===== src/rtl/egg_timer_ctrl.sv =====
// Egg-timer countdown controller: button-edited duration, start/pause countdown
// in whole seconds from a clock prescaler, and a timed alarm at zero.
module egg_timer_ctrl #(
    parameter int TICK_DIV   = 100_000_000,
    parameter int MAX_COUNT  = 3599,
    parameter int ALARM_SECS = 10
) (
    input  logic        clk,
    input  logic        rst,
    input  logic        btn_start,
    input  logic        btn_min,
    input  logic        btn_sec,
    input  logic        btn_clr,
    output logic [11:0] count,
    output logic        running,
    output logic        alarm,
    output logic        tick
);

    localparam int PW = (TICK_DIV > 1) ? $clog2(TICK_DIV) : 1;
    localparam int AW = (ALARM_SECS > 1) ? $clog2(ALARM_SECS) : 1;
    localparam logic [PW-1:0] PRE_LAST   = PW'(TICK_DIV - 1);
    localparam logic [AW-1:0] ALARM_LAST = AW'(ALARM_SECS - 1);
    localparam logic [12:0]   MAX_C      = 13'(MAX_COUNT);

    typedef enum logic [1:0] {IDLE, RUN, PAUSE, ALARM} state_t;

    state_t        state, state_n;
    logic [11:0]   count_n;
    logic [PW-1:0] presc, presc_n;
    logic [AW-1:0] acnt, acnt_n;
    logic          tick_n;
    logic          wrap;

    // 13-bit add so the carry past MAX_COUNT is visible before clamping
    function automatic logic [11:0] sat_add(input logic [11:0] c, input logic [6:0] inc);
        logic [12:0] sum;
        sum = {1'b0, c} + {6'd0, inc};
        return (sum > MAX_C) ? MAX_C[11:0] : sum[11:0];
    endfunction

    assign wrap = (presc == PRE_LAST);

    always_comb begin
        state_n = state;
        count_n = count;
        presc_n = presc;
        acnt_n  = acnt;
        tick_n  = 1'b0;
        case (state)
            IDLE, PAUSE: begin
                if (btn_clr) begin
                    count_n = '0;
                    presc_n = '0;
                    state_n = IDLE;
                end else if (btn_start) begin
                    // Resuming from PAUSE keeps the partial second already counted
                    if (count != '0) begin
                        state_n = RUN;
                        if (state == IDLE)
                            presc_n = '0;
                    end
                end else if (btn_min) begin
                    count_n = sat_add(count, 7'd60);
                end else if (btn_sec) begin
                    count_n = sat_add(count, 7'd1);
                end
            end
            RUN: begin
                if (btn_clr) begin
                    count_n = '0;
                    presc_n = '0;
                    state_n = IDLE;
                end else if (btn_start) begin
                    state_n = PAUSE;
                end else if (wrap) begin
                    presc_n = '0;
                    tick_n  = 1'b1;
                    if (count <= 12'd1) begin
                        count_n = '0;
                        acnt_n  = '0;
                        state_n = ALARM;
                    end else begin
                        count_n = count - 12'd1;
                    end
                end else begin
                    presc_n = presc + 1'b1;
                end
            end
            ALARM: begin
                count_n = '0;
                if (btn_clr || btn_start || btn_min || btn_sec) begin
                    presc_n = '0;
                    state_n = IDLE;
                end else if (wrap) begin
                    presc_n = '0;
                    tick_n  = 1'b1;
                    if (acnt == ALARM_LAST)
                        state_n = IDLE;
                    else
                        acnt_n = acnt + 1'b1;
                end else begin
                    presc_n = presc + 1'b1;
                end
            end
            default: begin
                count_n = '0;
                presc_n = '0;
                state_n = IDLE;
            end
        endcase
    end

    always_ff @(posedge clk) begin
        if (rst) begin
            state   <= IDLE;
            count   <= '0;
            presc   <= '0;
            acnt    <= '0;
            running <= 1'b0;
            alarm   <= 1'b0;
            tick    <= 1'b0;
        end else begin
            state   <= state_n;
            count   <= count_n;
            presc   <= presc_n;
            acnt    <= acnt_n;
            running <= (state_n == RUN);
            alarm   <= (state_n == ALARM);
            tick    <= tick_n;
        end
    end

endmodule


===== config.mk =====
export PLATFORM = sky130hd
export DESIGN_NAME = egg_timer_ctrl
export DESIGN_NICKNAME = d
export VERILOG_FILES = /design/src/rtl/egg_timer_ctrl.sv
export SDC_FILE = /design/constraint.sdc
export NUM_CORES = 1
export LEC_CHECK = 0
export CORE_MARGIN = 2
export CORE_UTILIZATION = 23
export CTS_CLUSTER_SIZE = 28
export DETAILED_ROUTE_END_ITERATION = 12
export SYNTH_ARGS = -nofsm -noshare
export SYNTH_HDL_FRONTEND = slang
export SYNTH_SLANG_ARGS = --single-unit

===== constraint.sdc =====
create_clock -name clk -period 3.4 [get_ports clk]
set_clock_uncertainty 0.2 [all_clocks]
set_input_delay 0.34 -clock clk [delete_from_list [all_inputs] [get_ports clk]]
set_output_delay 0.34 -clock clk [all_outputs]
set_load 0.005 [all_outputs]

==> key figures, run 1 <==
Synthesis
  • Library cells used by synthesis: 72
  • Synth area leaders: dfxtp_1 27%, nor2_1 6.7%, xor2_1 4.2%, nand3_1 4.1%, xnor2_1 4.0%
  • Number of flops mapped to enable cells by yosys: 0
  • Syn_nets: 488
  • Leading area contributor after synthesis: dfxtp_1
  • Ys flop type: dfxtp_1
  • Cells after synthesis: 471
  • Async SR Flop Fraction: 0%
  • Yosys reg bits: 48
  • Seq/Total Area, Yosys: 27.1%
  • Synth top area share: 27.1%
  • Synthesis warning total: 0
  • Cell Area, Synth: 3550 um2
  • Syn Area/Cell: 7.53 um2

Drt
  • DRT Wirelength: 10.1 mm
  • DRC viols: 0
  • Antenna Nets Post-Route: 0
  • DRT Pass-1 Iters: 5
  • Initial DRC Count: 286
  • Vias: 3643
  • DR WL/cell: between 10 and 15 um
  • Via/cell ratio: 5.41

Cells and area
  • Layout Nets: 502
  • Sequential cell area: roughly 960 um2
  • Layout fillers: 1642
  • Multi-input gate area: 2380 um2
  • Final Core Density: 27.4%
  • Finished Cell Area: 4140 um2
  • Share of cells above drive strength 1: 8.85%
  • Area delta synth->final: 16.8%
  • Number of diodes: 0

Timing
  • Setup TNS: 0 ns
  • Rel. slew slack: between 40% and 50%
  • Crit share post-route: around nine tenths
  • Worst-Margin Slew: 0.770 ns
  • Max-slew violation count: 0
  • Hold Fails Final Rpt: 0
  • Final setup fails: 0
  • Fmax: 327 MHz
  • RSZ-0062 raised after global routing: no
  • Final Critical Period: 3.06 ns

Clocking
  • Post-CTS Setup Bufs: 0
  • CTS buffer count: 5
  • Post-cts hold buffer count: 0
  • H-tree depth: 2
  • Clock Sinks: 48
  • Register clock-pin slew on the reported worst setup and hold paths: 0.08 ns
  • Root buf cell: clkbuf_16
  • PostCTS Resize Cnt: 0
  • Clock Path Buffers: 2
  • Clk_lat worst skew: 0.30 ns
  • TritonCTS clock tree: yes

Run status
  • Run status: finished clean

Global route
  • First-pass GRT wire length: 16.7 mm
  • Antenna violations before repair: 0
  • Vias in the first global route: ~3.4k
  • GRT Util Overall: 12.5%
  • Grt total ovfl: 0
  • Largest net degree at the start of global routing: 27

Floorplan
  • Core region area: 15100 um2
  • Initial Util: a little under a quarter
  • Die Height: between 100 and 150 um
  • Die Span X: about 130 um
  • IO Pins: 21
  • Num rows: 45
  • Die ar.: between 15000 and 20000 um2

Run
  • # Max-Cap Violations: 0

Power
  • Combinational fraction of design power: 23.5%
  • Internal Power: 1070 uW
  • Clock power share: a little under two fifths
  • Net switching fraction of the power: 30.8%
  • Sequential share of power: 38.5%
  • Cell Pwr Density: 374 nW/um2
  • IR drop worst, VDD: 0.000206 V
  • Leak: 0.00137 uW
  • Net Sw Power: approximately 480 uW

Setup path
  • Kind of critical path: flop to flop
  • Worst path slowest cell: a211oi_1
  • CP Max Fanout: 10
  • WP data arrival: 3.08 ns
  • Worst path bufs/invs: 0
  • Delay-heaviest family, CP: compound AO/OA/AOI/OAI gates
  • Worst path cell trace: ha_1 > and4_1 > xnor2_1 > a31o_2 > o211ai_1 > a211oi_1 > nand3_1 > a41oi_1
  • Crit end category: flop
  • Crit start category: flop
  • Largest stage delay, worst path: 0.59 ns
  • WP data required: 3.42 ns

Placed design
  • Placer's final routability congestion estimate: 0.890
  • Port Buffer Count: 20
  • HPWL after DPL: 7.42 mm
  • DP Area: 3970 um2

Worst hold path
  • Hold Crit Class: flop to flop
[flip-flops by register name (all words and copies together) (netlist names)]
register,flops
presc,27
count,12
acnt,4
state,2
alarm,1
running,1
tick,1
[through the flow]
step	worst slack [ns]	instances	hold WS (ns)	power, uW
2_1_floorplan	0.141	471	0.254	849
3_3_place_gp	0.416	666	0.274	960
3_5_place_dp	0.404	666	0.283	967
4_1_cts	0.384	674	0.293	1560
5_1_grt	0.183	674	0.321	1630
6_report	0.340	674	0.291	1550
[layout make-up]
| cell class | count | area share (%) |
|---|---|---|
| multi-input cells | 377 | 57.5 |
| flip-flops and latches | 48 | 23.2 |
| repair buffers | 39 | 8.27 |
| well taps | 188 | 5.68 |
| clock buffers | 5 | 3.02 |
| inverters | 14 | 1.27 |
| clock inverters | 3 | 1.12 |
[cells in the mapped netlist, drive strengths merged, types with 2 or more instances]
cell type / count
nor2: 63
dfxtp: 48
nand2: 31
nand3: 29
a21oi: 27
o21ai: 20
clkbuf: 17
xor2: 17
nor3: 16
xnor2: 16
buf: 14
inv: 13
ha: 11
nand4: 10
nor4: 9
and3: 8
or3: 8
a31oi: 7
and2: 6
o211ai: 6
o31ai: 6
or4: 6
a211oi: 5
nor2b: 5
a22oi: 4
and4: 4
o21a: 4
o221ai: 4
or2: 4
a211o: 3
a32oi: 3
nand2b: 3
nand4b: 3
o22ai: 3
o31a: 3
or3b: 3
a2111oi: 2
a21o: 2
mux2: 2
nor4b: 2
o311ai: 2
o32ai: 2
or4b: 2
[layout by cell type (no fill, tap or decap), types with 6 or more instances in the layout]
master | synthesis | final
nor2_1 | 63 | 63
dfxtp_1 | 48 | 48
nand2_1 | 31 | 31
nand3_1 | 29 | 29
a21oi_1 | 27 | 27
clkdlybuf4s50_1 | 0 | 20
o21ai_0 | 19 | 19
buf_4 | 2 | 19
xor2_1 | 17 | 17
nor3_1 | 16 | 16
xnor2_1 | 16 | 16
inv_1 | 13 | 13
ha_1 | 11 | 11
nand4_1 | 10 | 10
and3_1 | 8 | 8
or3_1 | 8 | 8
nor4_1 | 7 | 7
a31oi_1 | 7 | 7
and2_1 | 6 | 6
o31ai_1 | 6 | 6
o211ai_1 | 6 | 6
[worst register-to-register path, delay by kind of cell (launching register included)]
family / cells / cell delay, ns
and+or+nand+nor: 2 / 0.59
AOI/OAI and AO/OA: 4 / 1.07
xor gates and xnor gates: 1 / 0.15
DFF: 1 / 0.54
adders and majority gates: 1 / 0.44
[power groups by stage]
stage / Sequential [uW] / Combinational, uW / Clock [uW]
final: 596 / 364 / 589
after global routing: 599 / 400 / 632
after CTS: 596 / 360 / 607
after detailed placement: 609 / 358 / 0
after global placement: 607 / 353 / 0
after floorplan: 602 / 247 / 0
[final timing paths]
path	cells after the start	slack, ns	end	startpoint
setup / recovery	8	0.34	count[6]$_SDFFE_PP0P_	count[0]$_SDFFE_PP0P_
hold / removal	2	0.29	presc[1]$_SDFFE_PP0P_	presc[1]$_SDFFE_PP0P_
setup reg to reg	8	0.34	count[6]$_SDFFE_PP0P_	count[0]$_SDFFE_PP0P_
hold reg to reg	2	0.29	presc[1]$_SDFFE_PP0P_	presc[1]$_SDFFE_PP0P_
[per-layer routing]
| layer | share of wire [%] | global-route usage [%] | routed length (um) | vias up |
|---|---|---|---|---|
| met2 | 48 | 21.1 | 4840 | 115 |
| li1 | - | - | - | 1758 |
| met1 | 45 | 15.9 | 4550 | 1751 |
| met4 | 1.9 | 4.27 | 195 | 0 |
| met3 | 5.2 | 2.55 | 521 | 19 |
| met5 | 0 | 0 | 0 | - |
[kinds of logic (layout without fill, tap and decap cells)]
kind of cell    after synthesis  after routing  synth area share [%]
compound gates              113            113                  21.5
xor+xnor                     33             33                  8.15
fa+ha+maj                    11             11                  3.88
buf+inv                      46             61                  5.78
flops                        48             48                  27.1
mux                           3              3                 0.917
simple gates                217            217                  32.7
Note: power is estimated with default switching activity, not from simulation.
==> run 2, diff against run 1 <==
Settings changed: ABC_AREA set to 1.
Clock period 3.4 ns to 2.7 ns, I/O delays scaled along.
==> run 2 against run 1 <==
  * Clock power rose by 2%
  * Die area rose by 3.9%
  * Design area rose by 4.4%
  * Largest cell class unchanged
  * Critical path type unchanged
  * Register-to-register slack got worse by 0.09 ns
==> key figures, run 2 <==
Synthesis
  • Cell Area, Synth: 3690 um2
  • Cells after synthesis: 617
  • Synth top area share: a little over a quarter
  • Leading area contributor after synthesis: dfxtp_1
  • Synth area leaders: dfxtp_1 26%, nand2_1 15%, nor2_1 9.7%, inv_1 8.3%, nand3_1 7.7%
  • Syn_nets: 634
  • Seq/Total Area, Yosys: 26.0%
  • Synthesis warning total: 0
  • Yosys reg bits: 48
  • Commonest cells post-synth: 148 x nand2_1, 95 x nor2_1, 82 x inv_1
  • Ys flop type: dfxtp_1
  • Async SR Flop Fraction: 0%
  • Most numerous cell in the Yosys netlist: nand2_1
  • Number of flops mapped to enable cells by yosys: 0
  • Library cells used by synthesis: 39
  • Syn Area/Cell: 5.98 um2

Clocking
  • PostCTS Resize Cnt: 0
  • Post-CTS Setup Bufs: 0
  • Clock Sinks: 48
  • Register clock-pin slew on the reported worst setup and hold paths: 0.07 ns
  • Root buf cell: clkbuf_16
  • CTS buffer count: 5
  • TritonCTS clock tree: yes
  • Clk_lat worst skew: 0.29 ns
  • Clock Path Buffers: 2
  • Post-cts hold buffer count: 0
  • H-tree depth: 2

Cells and area
  • Final Core Density: 27.4%
  • Largest register FFs: 27
  • Number of diodes: 0
  • Commonest non-fill, non-tap cell in the layout: nand2_1
  • Largest Register: presc
  • Top flop regs: presc: 27 flops, count: 12 flops, acnt: 4 flops
  • Sequential cell area: 962 um2
  • Share of cells above drive strength 1: 7.30%
  • Layout fillers: 1780
  • Most frequent cells in the layout: 148 x nand2_1, 95 x nor2_1, 82 x inv_1
  • Layout Nets: 661
  • Area delta synth->final: 17.2%
  • Multi-input gate area: 2330 um2

Timing
  • Hold Fails Final Rpt: 0
  • Final Critical Period: 2.45 ns
  • Worst-Margin Slew: approximately 0.75 ns
  • RSZ-0062 raised after global routing: no
  • Setup TNS: 0 ns
  • Final setup fails: 0
  • Rel. slew slack: 50.1%
  • Crit share post-route: 90.8%
  • Fmax: between 400 and 500 MHz
  • Max-slew violation count: 0

Floorplan
  • Die Height: 131 um
  • Core region area: 15800 um2
  • Num rows: 46
  • Die ar.: 17100 um2
  • IO Pins: 21
  • Die Span X: roughly 130 um
  • Initial Util: 23.4%

Setup path
  • FF-to-FF Start: count[3]$_SDFFE_PP0P_
  • Crit start category: flop
  • R2r setup slk: 0.25 ns
  • WP data required: roughly 2.7 ns
  • WP data arrival: 2.44 ns
  • CP Max Fanout: 12
  • Crit end category: flop
  • R2R Path End: count[0]$_SDFFE_PP0P_
  • Kind of critical path: flop to flop
  • Register-to-Register Path Depth: 11

Global route
  • GRT Util Overall: 12.5%
  • Antenna violations before repair: 0
  • Grt total ovfl: 0
  • First-pass GRT wire length: between 15 and 20 mm
  • Vias in the first global route: 3541
  • Largest net degree at the start of global routing: 17

Worst hold path
  • Hold worst-path end: presc[1]$_SDFFE_PP0P_
  • Worst Min Path Start: presc[1]$_SDFFE_PP0P_
  • Hold Crit Class: flop to flop
  • Hold Path Depth: 2

Run
  • # Max-Cap Violations: 0

Drt
  • DRT Wirelength: 10.3 mm
  • DRT Pass-1 Iters: 5
  • Initial DRC Count: 301
  • DR WL/cell: 12.0 um
  • Vias: 3889
  • DRC viols: 0
  • Antenna Nets Post-Route: 0
  • Via/cell ratio: 4.52

Power
  • Leak: 0.00178 uW
  • Cell Pwr Density: between 400 and 500 nW/um2
  • IR drop worst, VDD: 0.000261 V

Placed design
  • Port Buffer Count: 20
  • Placer's final routability congestion estimate: 0.862
  • HPWL after DPL: 7.98 mm

Run status
  • Run status: finished clean
==> run 2: changes by cell type after synthesis, sizes merged, moves of 8 or more <==
cell / change
inv: +71
or3: -8
nand3: +30
a21oi: +8
clkbuf: -12
nor2: +43
nand2: +121
o21ai: +9
nand4: +13
xnor2: -13
==> run 2: logic make-up after synthesis <==
| logic type | count (synthesis) | share of synthesized area [%] |
|---|---|---|
| flip-flops | 48 | 26.0 |
| buffers and inverters | 99 | 10.8 |
| adder cells (fa/ha/maj) | 11 | 3.73 |
| XOR/XNOR | 16 | 3.80 |
| AND/OR/NAND/NOR | 369 | 44.6 |
| AO/OA/AOI/OAI | 74 | 11.1 |
==> run 2: stage by stage <==
stage / hold WS, ns / setup WS, ns / power, uW / std cells / cell area (um2)
floorplan: 0.248 / 0.605 / 1180 / 617 / 3690
global route: 0.314 / 0.0422 / 2080 / 860 / 4330
CTS: 0.281 / 0.207 / 1970 / 860 / 4320
global placement: 0.269 / 0.169 / 1360 / 853 / 4190
detailed placement: 0.272 / 0.137 / 1350 / 853 / 4190
finish: 0.282 / 0.248 / 1940 / 860 / 4330
==> run 2: worst max-delay path by stage <==
stage                                from                endpoint
global placement                  btn_clr  presc[10]$_SDFFE_PP0P_
floorplan           count[0]$_SDFFE_PP0P_    acnt[0]$_SDFFE_PP0P_
global route        count[3]$_SDFFE_PP0P_   count[0]$_SDFFE_PP0P_
finish              count[3]$_SDFFE_PP0P_   count[0]$_SDFFE_PP0P_
detailed placement                btn_clr   presc[6]$_SDFFE_PP0P_
CTS                 count[0]$_SDFFE_PP0P_   count[9]$_SDFFE_PP0P_
==> run 2: worst max-delay path, stage by stage (launching register included) <==
cell and delay [ns]:
dfxtp_1 0.35, inv_1 0.12, ha_1 0.28, nand2_1 0.17
nand3_1 0.14, nor2_1 0.05, nor2_1 0.57, nand3_2 0.19
nand2_1 0.12, nand2_1 0.05, nand2_1 0.06, nor2_1 0.04
==> run 2: where the power goes <==
| part | total (uW) | internal, uW | switching, uW | leakage, uW |
|---|---|---|---|---|
| clock network | 598 | 337 | 261 | 0.0000667 |
| registers | 783 | 734 | 48.5 | 0.000390 |
| logic | 564 | 218 | 346 | 0.00132 |
==> run 2: cell type report <==
class | instances | area share, %
clock buffers | 6 | 2.98
flip-flops and latches | 48 | 22.2
inverters | 84 | 7.29
well taps | 216 | 6.25
repair buffers | 35 | 7.23
multi-input cells | 470 | 53.9
clock inverters | 1 | 0.116
==> run 2: per-layer routing <==
layer	GRT usage [%]	up-vias	share of wire (%)	wire, um
met5	0	-	0	0
met4	3.82	0	1.2	122
met3	1.67	11	4.2	428
met2	19.7	88	44	4510
met1	17.7	1747	51	5240
li1	-	2043	-	-
